==> src/rtl/imem_loader_pkg.sv <==
// Shared definitions for the instruction-memory loader: FSM states, the
// load header byte and the bytes-per-word helper.
package imem_loader_pkg;

  typedef enum logic [2:0] {
    IDLE,
    ADR,
    CNT,
    DATA,
    WRITE
  } state_t;

  localparam logic [7:0] HDR_BYTE = 8'hA5;

  function automatic int bytes_per_word(input int word_width);
    return (word_width + 7) / 8;
  endfunction

endpackage

==> src/rtl/imem_word_assembler.sv <==
// Collects little-endian bytes into one instruction word; byte k lands in
// bits 8k+7:8k and bits beyond the word width are dropped.
module imem_word_assembler
  import imem_loader_pkg::*;
#(
  parameter int W = 46
) (
  input  logic         clk,
  input  logic         reset,
  input  logic         clear,
  input  logic         byte_valid,
  input  logic [7:0]   byte_data,
  output logic [W-1:0] word_next,
  output logic         word_done
);

  localparam int B = bytes_per_word(W);
  localparam int IDX_W = (B > 1) ? $clog2(B) : 1;
  localparam logic [IDX_W-1:0] LAST_IDX = IDX_W'(B - 1);

  logic [IDX_W-1:0] byte_idx;
  logic [W-1:0]     word_q;

  // word_next already contains the byte being accepted, so the loader can
  // capture a complete word on the same edge that takes the final byte.
  always_comb begin
    word_next = word_q;
    for (int b = 0; b < W; b++) begin
      if (IDX_W'(b / 8) == byte_idx) word_next[b] = byte_data[3'(b % 8)];
    end
  end

  assign word_done = byte_valid && (byte_idx == LAST_IDX);

  always_ff @(posedge clk or negedge reset) begin
    if (!reset) begin
      byte_idx <= '0;
      word_q   <= '0;
    end else if (clear) begin
      byte_idx <= '0;
    end else if (byte_valid) begin
      word_q   <= word_next;
      byte_idx <= word_done ? '0 : byte_idx + 1'b1;
    end
  end

endmodule

==> src/rtl/imem_loader.sv <==
// Receives a header/address/count/data byte stream from the host link and
// writes packed instruction words into the instruction buffer.
module imem_loader
  import imem_loader_pkg::*;
#(
  parameter int i_adr_width   = 8,
  parameter int i_width       = 23,
  parameter int i_buffer_size = 2
) (
  input  logic                              clk,
  input  logic                              reset,
  input  logic [7:0]                        rx_data,
  input  logic                              rx_valid,
  output logic                              rx_ready,
  input  logic                              abort,
  output logic                              imem_write,
  output logic [i_adr_width-1:0]            imem_write_adr,
  output logic [i_buffer_size*i_width-1:0]  imem_in,
  output logic                              busy,
  output logic                              done,
  output logic                              hdr_error
);

  localparam int W = i_buffer_size * i_width;

  state_t                 state, state_next;
  logic [i_adr_width-1:0] adr_q;
  logic [8:0]             cnt_q;
  logic                   accept;
  logic                   data_byte;
  logic                   word_done;
  logic [W-1:0]           word_next;

  assign rx_ready   = (state != WRITE) && !abort;
  assign accept     = rx_valid && rx_ready;
  assign data_byte  = accept && (state == DATA);
  assign busy       = (state != IDLE);
  assign imem_write = (state == WRITE) && !abort;

  imem_word_assembler #(.W(W)) u_assembler (
    .clk        (clk),
    .reset      (reset),
    .clear      (abort),
    .byte_valid (data_byte),
    .byte_data  (rx_data),
    .word_next  (word_next),
    .word_done  (word_done)
  );

  always_ff @(posedge clk or negedge reset) begin
    if (!reset) state <= IDLE;
    else        state <= state_next;
  end

  always_comb begin
    state_next = state;
    if (abort) begin
      state_next = IDLE;
    end else begin
      case (state)
        IDLE:    if (accept && rx_data == HDR_BYTE) state_next = ADR;
        ADR:     if (accept) state_next = CNT;
        CNT:     if (accept) state_next = DATA;
        DATA:    if (word_done) state_next = WRITE;
        WRITE:   state_next = (cnt_q == 9'd1) ? IDLE : DATA;
        default: state_next = IDLE;
      endcase
    end
  end

  // Output address/word are captured separately from adr_q so they hold
  // steady between writes while adr_q advances.
  always_ff @(posedge clk or negedge reset) begin
    if (!reset) begin
      adr_q          <= '0;
      cnt_q          <= '0;
      imem_write_adr <= '0;
      imem_in        <= '0;
      done           <= 1'b0;
      hdr_error      <= 1'b0;
    end else begin
      done <= (state == WRITE) && !abort && (cnt_q == 9'd1);
      if (accept) begin
        case (state)
          IDLE:    hdr_error <= (rx_data != HDR_BYTE);
          ADR:     adr_q <= i_adr_width'(rx_data);
          CNT:     cnt_q <= (rx_data == 8'd0) ? 9'd256 : {1'b0, rx_data};
          default: ;
        endcase
      end
      if (word_done) begin
        imem_write_adr <= adr_q;
        imem_in        <= word_next;
      end
      if (state == WRITE && !abort) begin
        adr_q <= adr_q + 1'b1;
        cnt_q <= cnt_q - 1'b1;
      end
    end
  end

endmodule

==> config.mk <==
export PLATFORM = sky130hd
export DESIGN_NAME = imem_loader
export DESIGN_NICKNAME = d
export VERILOG_FILES = /design/src/rtl/imem_loader_pkg.sv /design/src/rtl/imem_word_assembler.sv /design/src/rtl/imem_loader.sv
export SDC_FILE = /design/constraint.sdc
export NUM_CORES = 1
export LEC_CHECK = 0
export BUFFER_PORTS_ARGS = -buffer_cell sky130_fd_sc_hd__buf_2
export CORE_UTILIZATION = 53
export CTS_BUF_LIST = sky130_fd_sc_hd__clkbuf_16
export DETAILED_ROUTE_END_ITERATION = 12
export GPL_ROUTABILITY_DRIVEN = 1
export PLACE_DENSITY = 0.74
export REMOVE_ABC_BUFFERS = 1
export SETUP_SLACK_MARGIN = 0.4
export SLEW_MARGIN = 20
export SYNTH_ARGS = -nofsm -noshare
export SYNTH_HDL_FRONTEND = slang
export SYNTH_SLANG_ARGS = --single-unit
==> constraint.sdc <==
create_clock -name clk -period 2.5 [get_ports clk]
set_input_delay 0.375 -clock clk [delete_from_list [all_inputs] [get_ports clk]]
set_output_delay 0.375 -clock clk [all_outputs]
set_load 0.02 [all_outputs]
# Yosys cells after proc, flatten, opt, wreduce, memory -nomap -nowiden
# Index checks and enable logic that the tools add are counted.
# word_totals
ff_bits	125
inputBits	12
output_inout_bits	59
word_cells	115
# classes
add_sub_neg	3
n_eq_ne	18
muxes	63
bitwise	1
reduce_logical	21
# op_table
op	count
two-way mux 1 bit	46
two-way mux 9 bit	4
two-way mux 3 bit	8
two-way mux 8 bit	3
one-hot mux 3 bit (5 select lines)	1
!= test 3 bit (second input constant)	4
equality test 9 x 1 -> 1 bit (second input constant)	1
subtractor 9 x 1 -> 9 bit (second input constant)	1
adder 8 x 1 -> 8 bit (second input constant)	1
equality test 8 bit (second input constant)	1
zero test 8 bit	1
!= test 8 bit (second input constant)	1
AND reduction 2 bit	4
nonzero test 2 bit	4
logical AND 1 bit	7
equality test 2 x 3 -> 1 bit (first input constant)	2
equality test 3 x 2 -> 1 bit (second input constant)	2
equality test 3 bit (first input constant)	2
equality test 3 bit (second input constant)	2
zero test 3 bit	2
AND reduction 4 bit	1
adder 3 x 1 -> 3 bit (second input constant)	1
equality test 1 x 3 -> 1 bit (first input constant)	1
equality test 3 x 1 -> 1 bit (second input constant)	1
5 further kinds	5

# Longest topological paths before layout
# Gate-level depths: netlist of run 1.
# logic_depth
ltp_word	8
mapped_depth	7

# Modules after synthesis
# From an unflattened synthesis of run 1, not the netlist that was laid out.
# hier_totals
cells_unflattened	387
area_unflattened_um2	4918.5
# modules_own_cells
module	n_inst	cells_each	area_each_um2	seq_area_each_um2
imem_loader	1	253	3256.9	1901.8
imem_word_assembler	1	134	1661.6	675.6

# Worst setup path before layout of run 1
# OpenSTA, ideal clock, no wires.
# synth_timing
kind	register to register
start	register u_assembler.byte_idx[1]
end	register imem_in[10]
setup_ns	0.125
arrival_time_ns	1.735
setup_slack_ns	0.640
stages_incl_launch_ff	7
path_buffers	1
cell_sequence	dfrtp_1 > inv_1 > ha_1 > nand2_1 > nor4_4 > buf_4 > mux2_2
# synth_via
elab_chain_len	2
word_cells_on_any_way	4
# synth_rtl
item	line	rtl
start, declared	imem_word_assembler.sv:21	logic [IDX_W-1:0] byte_idx;
start signal, assigned	imem_word_assembler.sv:43	byte_idx <= word_done ? '0 : byte_idx + 1'b1;
equality test 1 x 3 -> 1 bit / equality test 3 bit (equally long branches)	imem_word_assembler.sv:29, imem_word_assembler.sv:33	
two-way mux 1 bit / logical AND 1 bit (equally long branches)	imem_word_assembler.sv:29, imem_word_assembler.sv:33	
end signal, assigned	imem_loader.sv:93	imem_in <= word_next;
end, declared	imem_loader.sv:18	output logic [i_buffer_size*i_width-1:0] imem_in,
# Several ways; a longest one is shown, not always the timed one.
# A chain may end at the register's enable or synchronous reset.

# Final worst setup path of run 1
# layout_timing
start	register state[0]
end	output imem_write
# layout_via
elab_chain_len	2
# layout_rtl
item	line	rtl
start, declared	imem_loader.sv:26	state_t state, state_next;
start signal, assigned	imem_loader.sv:52	else state <= state_next;
equality test 3 bit	imem_loader.sv:38	assign imem_write = (state == WRITE) && !abort;
logical AND 1 bit	imem_loader.sv:38	
end, declared	imem_loader.sv:16	output logic imem_write,
# No other way between the ends.

==> impl_metrics.yaml, run 1 <==
layout:
  areaGrowthSynthToFinish_pct: 13.7
  fillers: 570
  finalNetCount: 395
  antenna_cells: 0
  fin_area_um2: 4300
  final_layout_size_suffix_gt1_frac: 0.340
floorplan:
  rows: 30
  initial_core_util: 0.554
  io_pins: 71
  core_area_um2: 6830
  dieArea_um2: 7480
  chipWidth_um: 86.5
  dieHeight_um: 86.5
cts:
  clockBufferDepth: 2
  clock_latency_ps: 330
  ctsHoldBuffers: 0
  root_buffer: "clkbuf_16"
  htree_levels: 3
  clk_pin_slew_ps: 60
  cts_buffers: 9
  cts_num_sinks: 77
  cts_tree: "built"
synthesis:
  ys_ff_latch: 77
  synth_top_area_frac: 0.509
  synthDistinctLibCells: 51
  synth.avg_cell_area_um2: 11.6
  seq_area_frac_synth: 0.509
  ys_async_sr_fraction: 1.00
  synth_edf_count: 0
  postSynthCellCount: 327
  synth_ff_type: "dfrtp_1"
  synth_area_um2: 3780
  netlist_top_cells_area: "dfrtp_1 (51%), mux2_2 (12%), buf_4 (5.2%)"
  synth_warnings: 0
  yosysTopAreaCell: "dfrtp_1"
routing:
  vias_per_cell: 5.43
  vias: 2577
  drt_iter0_markers: 167
  drc: 0
  wirelength_um: 7170
  postRouteAntennaNets: 0
  wl_per_cell_um: 15.1
  firstDrtPassIters: 4
sta:
  hold_violations: 0
  tightestPinTransition_ps: 918
  setup_viol: 0
  fin_crit_sh: 0.817
  worst_slack_ps: 458
  skew_ps: 5.40
  period_needed_ps: 2040
  relSlewSlack: 0.388
  rsz0062_at_grt: "false"
  slew_violations: 0
  fmax_ghz: 0.490
placement:
  hpwl_um: 4670
  dpl_cell_area_um2: 3980
  place_congestion: 0.901
  dp_slack_ps: 400
  io_buffers: 48
power:
  p_per_area_nw_per_um2: 625
  finalPower_mw: 2.69
  ir_worst_vdd_mv: 0.289
  p_leak_nw: 2.13
grt:
  grt_util_all_layers: 0.209
  grt_pass1_wl_um: 12000
  grt_max_degree: 78
  grt_pass1_vias: 2417
  grt-ovfl-total: 0
  antenna_found_initial: 0
critical_path:
  critPathRequiredTime_ps: 2120
  worst-setup-path-type: "reg2out"
  endpoint_kind: "output pin"
  startpoint_type: "flip-flop"
  crit_arrival_ps: 1670
  critPathMaxFanout: 18
min_path:
  hp-class: "in2async"
run_status:
  status: "complete, no violations"
job:
  maxCapViolCount: 0
## sequential cells by signal, indices dropped and copies added (netlist names)
register,flops
u_assembler.byte_idx,3
imem_in,24
cnt_q,9
state,3
hdr_error,1
u_assembler.word_q,20
done,1
adr_q,8
imem_write_adr,8
## cells in the final DEF (no fill, tap or decap), types with 3 or more instances in the layout
| cell type | Yosys | final |
|---|---|---|
| a21oi_1 | 22 | 22 |
| buf_2 | 5 | 47 |
| buf_4 | 26 | 8 |
| clkbuf_16 | 0 | 9 |
| conb_1 | 1 | 22 |
| dfrtp_1 | 77 | 74 |
| dfrtp_2 | 0 | 3 |
| ha_1 | 8 | 8 |
| inv_1 | 7 | 8 |
| mux2_2 | 42 | 42 |
| mux2i_1 | 9 | 9 |
| nand2_1 | 19 | 19 |
| nand2b_1 | 4 | 4 |
| nand3_1 | 6 | 6 |
| nand3b_1 | 3 | 3 |
| nand4_1 | 3 | 3 |
| nor2_1 | 23 | 22 |
| nor3_1 | 7 | 7 |
| nor3b_4 | 4 | 4 |
| o21ai_0 | 10 | 10 |
| o32ai_1 | 5 | 5 |
## repair_timing
action                                 4_1_cts  5_1_grt
buffers inserted                             1        2
gates resized for setup                      3        4
pin swaps                                    1        0
cloned                                       0        0
endpoints found under the hold margin        0        0
setup endpoints to repair                    1       27
## critical path, cell delays in order, from the launching register on
cell and delay, ps:
dfrtp_2 470, or4b_4 540, clkinv_4 140, buf_2 180
## layer usage
metal / track usage / up-vias / share of wire
li1: - / 1215 / -
met1: 0.300 / 1277 / 0.47
met2: 0.315 / 72 / 0.47
met3: 0.0352 / 13 / 0.037
met4: 0.0909 / 0 / 0.023
met5: 0 / - / 0
## synthesized netlist by cell type (2+ instances only)
cell type  number
nor4_1          2
nand3_1         6
mux2_2         42
o221ai_1        2
nand2_1        19
clkbuf_1        5
o311ai_1        2
nor3_1          7
nand4_1         3
mux2i_1         9
buf_6           4
ha_1            8
o21ai_0        10
nor2_1         23
inv_1           7
buf_4          26
or3_1           2
a21oi_1        22
a211oi_1        2
o32ai_1         5
nor3b_4         4
and2_1          2
dfrtp_1        77
nand2b_1        4
buf_2           5
nand3b_1        3
or2_2           2
## final cells by class
type / count / area [um^2] / area share
flip-flops and latches: 77 / 1930 / 0.449
inverters: 8 / 35.0 / 0.00814
multi-input cells: 223 / 1620 / 0.378
clock buffers: 9 / 225 / 0.0524
clock inverters: 6 / 56.3 / 0.0131
well taps: 96 / 120 / 0.0279
repair buffers: 56 / 310 / 0.0721
## power breakdown
part	leakage, nW	internal [mW]	switching, mW
combinational	0.944	0.0415	0.113
clock	0.144	0.757	0.470
sequential	1.04	1.28	0.0317
total	2.13	2.07	0.615
## worst paths after layout
path	slack, ps	startpoint	endpoint	depth (start not counted)
max in group asynchronous	1650	reset	state[1]	1
hold reg to reg	480	imem_write_adr[4]	imem_write_adr[4]	1
hold / removal	170	reset	imem_in[1]	1
setup / recovery	460	state[0]	imem_write	3
min in group clk	330	rx_data[4]	cnt_q[4]	3
setup reg to reg	530	u_assembler.byte_idx[1]	imem_in[17]	6
## through the flow
stage	utilization	setup TNS (ps)	hold slack (ps)	std cells
2_1_floorplan	-	-1430	79.4	308
5_1_grt	0.630	0	291	475
6_report	0.630	0	173	475
3_5_place_dp	0.583	0	470	457
4_1_cts	0.626	0	224	473
3_3_place_gp	0.583	0	463	457
## cells by family (layout without fill, tap and decap cells)
logic type / after synthesis / after routing / synth area share
buffers and inverters: 48 / 79 / 0.0833
AND/OR/NAND/NOR: 86 / 86 / 0.135
flip-flops: 77 / 77 / 0.509
multiplexers: 52 / 52 / 0.152
other: 1 / 22 / 0.000991
AO/OA/AOI/OAI: 55 / 55 / 0.0936
adder cells (fa/ha/maj): 8 / 8 / 0.0264
(Power assumes the default switching activity.)
==> run 2: changes to the inputs <==
ABC_AREA = 1   (was not set)
CORE_UTILIZATION = 50   (was 53)
PLACE_DENSITY = 0.73   (was 0.74)
clock period = 1.7 ns   (was 2.5 ns; I/O delays follow)
==> run 2 against run 1 <==
Effect of this change:
- flip-flop and latch count did not move
- synthesized area is 4.5% higher
- clock skew grew 0.51 ps
- non-clock buffer count increased by 29
- sequential share of layout area decreased by 6.9 points
- setup slack lost 360 ps
- power is 110% higher
- core utilization increased by 3.2 points
==> impl_metrics.yaml, run 2 <==
synthesis:
  synth-simple-area-share: 0.294
  yosysMostFrequentCell: "nand2_1"
  synth-xor-area-share: 0.00443
  netlist_top_cells_area: "dfrtp_1 (49%), nand2_1 (19%), o21ai_0 (5.3%)"
  synthMuxAreaShare: 0
  synth_warnings: 0
  postSynthCellCount: 512
  yosysTopAreaCell: "dfrtp_1"
  synth_fa_ha_area_frac: 0.0253
  synth_common_cells: "nand2_1 (204), dfrtp_1 (77), inv_1 (46), o21ai_0 (42), nand3_1 (34)"
  synth_ff_type: "dfrtp_1"
  synthDistinctLibCells: 26
  synth_top_family_by_area: "simple AND/OR/NAND/NOR gates"
  synth_area_um2: 3950
  ys_async_sr_fraction: 1.00
  synth.avg_cell_area_um2: 7.72
  seq_area_frac_synth: 0.487
  synth_compound_area_frac: 0.0797
  synth_top_area_frac: 0.487
  synth_edf_count: 0
  ys_ff_latch: 77
cts:
  cts_buffers: 9
  cts_tree: "built"
  clk_pin_slew_ps: 60
  cts_num_sinks: 77
  clockBufferDepth: 2
  root_buffer: "clkbuf_16"
  htree_levels: 3
  clock_latency_ps: 330
sta:
  tns_ps: 0
  worst_slack_ps: 100
  fmax_ghz: 0.625
  period_needed_ps: 1600
  hold_violations: 0
  setup_viol: 0
  skew_ps: 5.91
  fin_crit_sh: 0.941
  slew_violations: 0
  rsz0062_at_grt: "true"
critical_path:
  slowest_stage: "dfrtp_2"
  crit_chain: "nor2_4, buf_4, buf_6, nand2_2, buf_6"
  crit_top_cell: "buf_6"
  startpoint_type: "flip-flop"
  endpoint_kind: "output pin"
  critPathMaxFanout: 3
  crit_arrival_ps: 1340
  critPathRequiredTime_ps: 1440
  cpPeakStageDelay_ps: 440
  worst-setup-path-type: "reg2out"
routing:
  wirelength_um: 9970
  wl_per_cell_um: 14.2
  drc: 0
  vias: 3630
  drt_iter0_markers: 279
  firstDrtPassIters: 5
  vias_per_cell: 5.18
  postRouteAntennaNets: 0
layout:
  areaGrowthSynthToFinish_pct: 28.6
  finalNetCount: 615
  utilization: 0.661
  mostFrequentLayoutCell: "nand2_1"
  largest_reg_flops: 24
  reg_top3: "imem_in: 24 flops, u_assembler.word_q: 20 flops, cnt_q: 9 flops"
  final_layout_size_suffix_gt1_frac: 0.250
  antenna_cells: 0
  layout_common_cells: "nand2_1 (190), dfrtp_1 (74), buf_2 (44)"
  largest_register: "imem_in"
power:
  p_leak_nw: 2.75
  internal_power_mw: 3.74
  p_sw_mw: 1.96
  p_per_area_nw_per_um2: 1120
  seqPwrFrac: 0.426
  p_sw_frac: 0.344
  ir_worst_vdd_mv: 0.539
  p_comb_frac: 0.288
  clockPowerShare: 0.286
floorplan:
  rows: 32
  dieArea_um2: 8270
  initial_core_util: 0.514
  core_area_um2: 7690
  chipWidth_um: 90.9
  io_pins: 71
  dieHeight_um: 90.9
grt:
  antenna_found_initial: 0
  grt_pass1_wl_um: 15600
  grt_pass1_vias: 3491
  grt_max_degree: 40
  grt_util_all_layers: 0.236
  grt-ovfl-total: 0
placement:
  hpwl_um: 6160
  dp_slack_ps: 95.7
  place_congestion: 0.810
  io_buffers: 48
job:
  maxCapViolCount: 0
min_path:
  hp-class: "in2reg"
run_status:
  status: "complete, no violations"
==> run 2: cell types whose count changed after synthesis, sizes merged, moves of 20 or more <==
cell,delta
inv,+41
o21ai,+32
mux2,-43
a21oi,-20
nand2,+187
nand3,+28
==> run 2: per-stage QoR <==
step,hold WS (ps),cells,area (um^2),power (mW)
6_report,226,701,5080,5.70
5_1_grt,239,701,5080,6.01
4_1_cts,223,692,4790,5.45
3_5_place_dp,119,658,4250,3.65
3_3_place_gp,114,658,4250,3.57
2_1_floorplan,-40.6,498,3780,3.29
==> run 2: layout make-up <==
class / instances / area (um^2)
Timing Repair Buffer: 85 / 676
Sequential cell: 77 / 1930
Clock buffer: 9 / 225
Inverter: 48 / 195
Tap cell: 102 / 128
Multi-Input combinational cell: 374 / 1910
Clock inverter: 6 / 23.8
Fill cell: 621 / 2600
==> run 2: power groups by stage <==
| stage | logic (mW) | clock network [mW] | registers (mW) |
|---|---|---|---|
| 2_1_floorplan | 0.923 | 0 | 2.36 |
| 3_3_place_gp | 1.17 | 0 | 2.41 |
| 3_5_place_dp | 1.21 | 0 | 2.43 |
| 4_1_cts | 1.39 | 1.66 | 2.41 |
| 5_1_grt | 1.83 | 1.73 | 2.46 |
| 6_report | 1.64 | 1.63 | 2.42 |
==> run 2: worst max-delay path, delay by kind of cell, from the launching register on <==
family | cells | cell delay, ps
flip-flops | 1 | 440
AND/OR/NAND/NOR | 2 | 220
buffers and inverters | 3 | 350
==> run 2: worst paths after layout <==
path                                             start                endpoint  slack [ps]  depth (start not counted)
worst max register to register                state[1]                adr_q[4]         160                          9
worst min-delay path                        rx_data[6]                adr_q[6]         230                          3
min in group asynchronous                        reset       imem_write_adr[3]         310                          2
worst max-delay path                          state[1]                    busy         100                          5
worst min register to register  u_assembler.word_q[17]  u_assembler.word_q[17]         470                          2
max in group asynchronous                        reset   u_assembler.word_q[1]         810                          3
==> run 2: kinds of logic (layout without fill, tap and decap cells) <==
| kind of cell | Yosys count | in the layout |
|---|---|---|
| xor+xnor | 2 | 2 |
| buf+inv | 83 | 148 |
| flops | 77 | 77 |
| other cells | 1 | 22 |
| fa+ha+maj | 8 | 8 |
| compound gates | 57 | 57 |
| simple gates | 284 | 285 |
==> run 2: layer usage <==
layer,share of wire,GRT usage
met1,0.41,0.288
met5,0,0
met2,0.52,0.404
met3,0.047,0.0480
met4,0.022,0.104
==> run 2: what timing repair did <==
action | CTS | global route
endpoints found under the hold margin | 12 | 0
endpoints found under the setup margin | 78 | 79
hold buffers | 1 | 0
cloned | 1 | 3
pin swaps | 5 | 18
buffers inserted | 17 | 6
gates resized for setup | 51 | 63
==> run 3: changes to the inputs <==
CORE_UTILIZATION = 35   (was 50)
GPL_TIMING_DRIVEN = 0   (was not set)
PLACE_DENSITY = 0.53   (was 0.73)
==> run 3 against run 2 <==
Effect of this change:
- clock-buffer cell count stayed put
- sequential power about the same
- global-route usage decreased by 3.3 points
- die area rose by 42%
- cell area rose by 13%
- worst hold slack improved by 4.5 ps
- cell count rose by 7.4%
- setup slack improved by 57 ps
- power grew 11%
- non-clock buffer count grew 3
- clock power up 36%
- clock skew grew 3.4 ps
- highest routed layer unchanged
==> impl_metrics.yaml, run 3 (synthesis results as in run 2) <==
grt:
  grt_max_degree: 42
  grt_util_all_layers: 0.203
  grt-ovfl-total: 0
  antenna_found_initial: 0
  grt_pass1_wl_um: 18000
  grt_pass1_vias: 3608
floorplan:
  core_area_um2: 10900
  rows: 38
  chipWidth_um: 108
  dieArea_um2: 11700
  io_pins: 71
  dieHeight_um: 108
  initial_core_util: 0.362
placement:
  io_buffers: 48
  hpwl_um: 6160
  place_congestion: 0.808
  dpl_cell_area_um2: 4230
  dp_slack_ps: -1170
sta:
  worst_slack_ps: 158
  rsz0062_at_grt: "true"
  fin_crit_sh: 0.907
  tightestPinTransition_ps: 531
  fmax_ghz: 0.648
  hold_violations: 0
  period_needed_ps: 1540
  relSlewSlack: 0.646
  slew_violations: 0
  setup_viol: 0
  holdWs_ps: 231
  skew_ps: 9.32
critical_path:
  crit_arrival_ps: 1290
  worst-setup-path-type: "reg2out"
  critPathRequiredTime_ps: 1440
  startpoint_type: "flip-flop"
  slowest_stage: "dfrtp_2"
  critPathMaxFanout: 4
  endpoint_kind: "output pin"
  path_buf_inv: 1
  crit_top_cell: "nor2_4"
  cpPeakStageDelay_ps: 430
  crit_chain: "nor2_4, nand2_4, nor2_4, buf_6"
  critical-path-top-delay-family: "flip-flops"
min_path:
  hp-class: "in2reg"
layout:
  final_layout_size_suffix_gt1_frac: 0.377
  layout_common_cells: "nand2_1 (148), dfrtp_1 (73), buf_2 (44)"
  fin_area_um2: 5770
  finalNetCount: 629
  largest_register: "imem_in"
  areaGrowthSynthToFinish_pct: 45.9
  utilization: 0.527
  reg_top3: "imem_in: 24 flops, u_assembler.word_q: 20 flops, cnt_q: 9 flops"
  mostFrequentLayoutCell: "nand2_1"
  largest_reg_flops: 24
  antenna_cells: 0
cts:
  htree_levels: 3
  cts_num_sinks: 77
  clock_latency_ps: 340
  cts_tree: "built"
  clk_pin_slew_ps: 60
  cts_buffers: 9
  root_buffer: "clkbuf_16"
  clockBufferDepth: 2
routing:
  firstDrtPassIters: 4
  drt_iter0_markers: 150
  postRouteAntennaNets: 0
  drc: 0
  vias: 3717
  wl_per_cell_um: 15.6
  wirelength_um: 11700
  vias_per_cell: 4.94
power:
  finalPower_mw: 6.34
  p_leak_nw: 2.95
  ir_worst_vdd_mv: 0.527
  p_per_area_nw_per_um2: 1100
job:
  maxCapViolCount: 0
run_status:
  status: "complete, no violations"
==> run 3: changes by cell type in the layout (fill, tap and decap cells not counted), moves of 3 or more <==
cell,previous run,this run
inv_1,42,39
nand2_2,10,43
nand2_8,0,8
bufinv_16,0,3
o21ai_0,21,9
nand2_1,190,148
nor2_4,8,15
buf_12,4,11
buf_6,14,9
clkinv_1,3,0
o21ai_2,4,18
nor2_1,25,18
nand2_4,6,14
==> run 3: repair_timing <==
item,in CTS,in global routing
setup endpoints to repair,79,79
cloned,10,3
pin swaps,16,29
buffers inserted,17,20
hold endpoints to repair,36,0
hold buffers,1,0
resized for setup,90,127
==> run 3: layout make-up <==
class | count | area, um^2
sequential | 77 | 1930
inverter | 48 | 220
tap | 140 | 175
clock inverter | 6 | 111
clock buffer | 9 | 225
timing repair buffer | 88 | 762
multi-input combinational | 382 | 2300
fill | 1010 | 5170
timing repair inverter | 3 | 38.8
==> run 3: worst paths after layout <==
path / start / to / slack [ps] / cells after the start
max in group asynchronous: reset / state[1] / 640 / 3
hold / removal: rx_data[7] / adr_q[7] / 230 / 3
hold reg to reg: u_assembler.word_q[3] / u_assembler.word_q[3] / 480 / 2
setup reg to reg: state[0] / imem_in[27] / 160 / 10
setup / recovery: state[0] / imem_write / 160 / 4
min in group asynchronous: reset / adr_q[4] / 440 / 2
==> run 3: worst min-delay path, cell delays in order <==
cell and delay [ps]:
buf_2 130, nand3_1 80, nand3_1 70
==> run 3: power by group <==
group	switching, mW	leakage (nW)	internal, mW
clock	0.777	0.162	1.43
sequential	0.265	1.02	2.15
combinational	1.07	1.76	0.655
==> run 3: per-layer routing <==
metal | GRT usage | share of wire
met1 | 0.256 | 0.44
met2 | 0.339 | 0.51
met3 | 0.0555 | 0.045
met4 | 0.0618 | 0.012
met5 | 0 | 0
==> run 3: per-stage QoR <==
| step | setup TNS, ps | std cells |
|---|---|---|
| 2_1_floorplan | -20490 | 498 |
| 3_3_place_gp | -86200 | 686 |
| 3_5_place_dp | -42860 | 687 |
| 4_1_cts | 0 | 730 |
| 5_1_grt | 0 | 753 |
| 6_report | 0 | 753 |
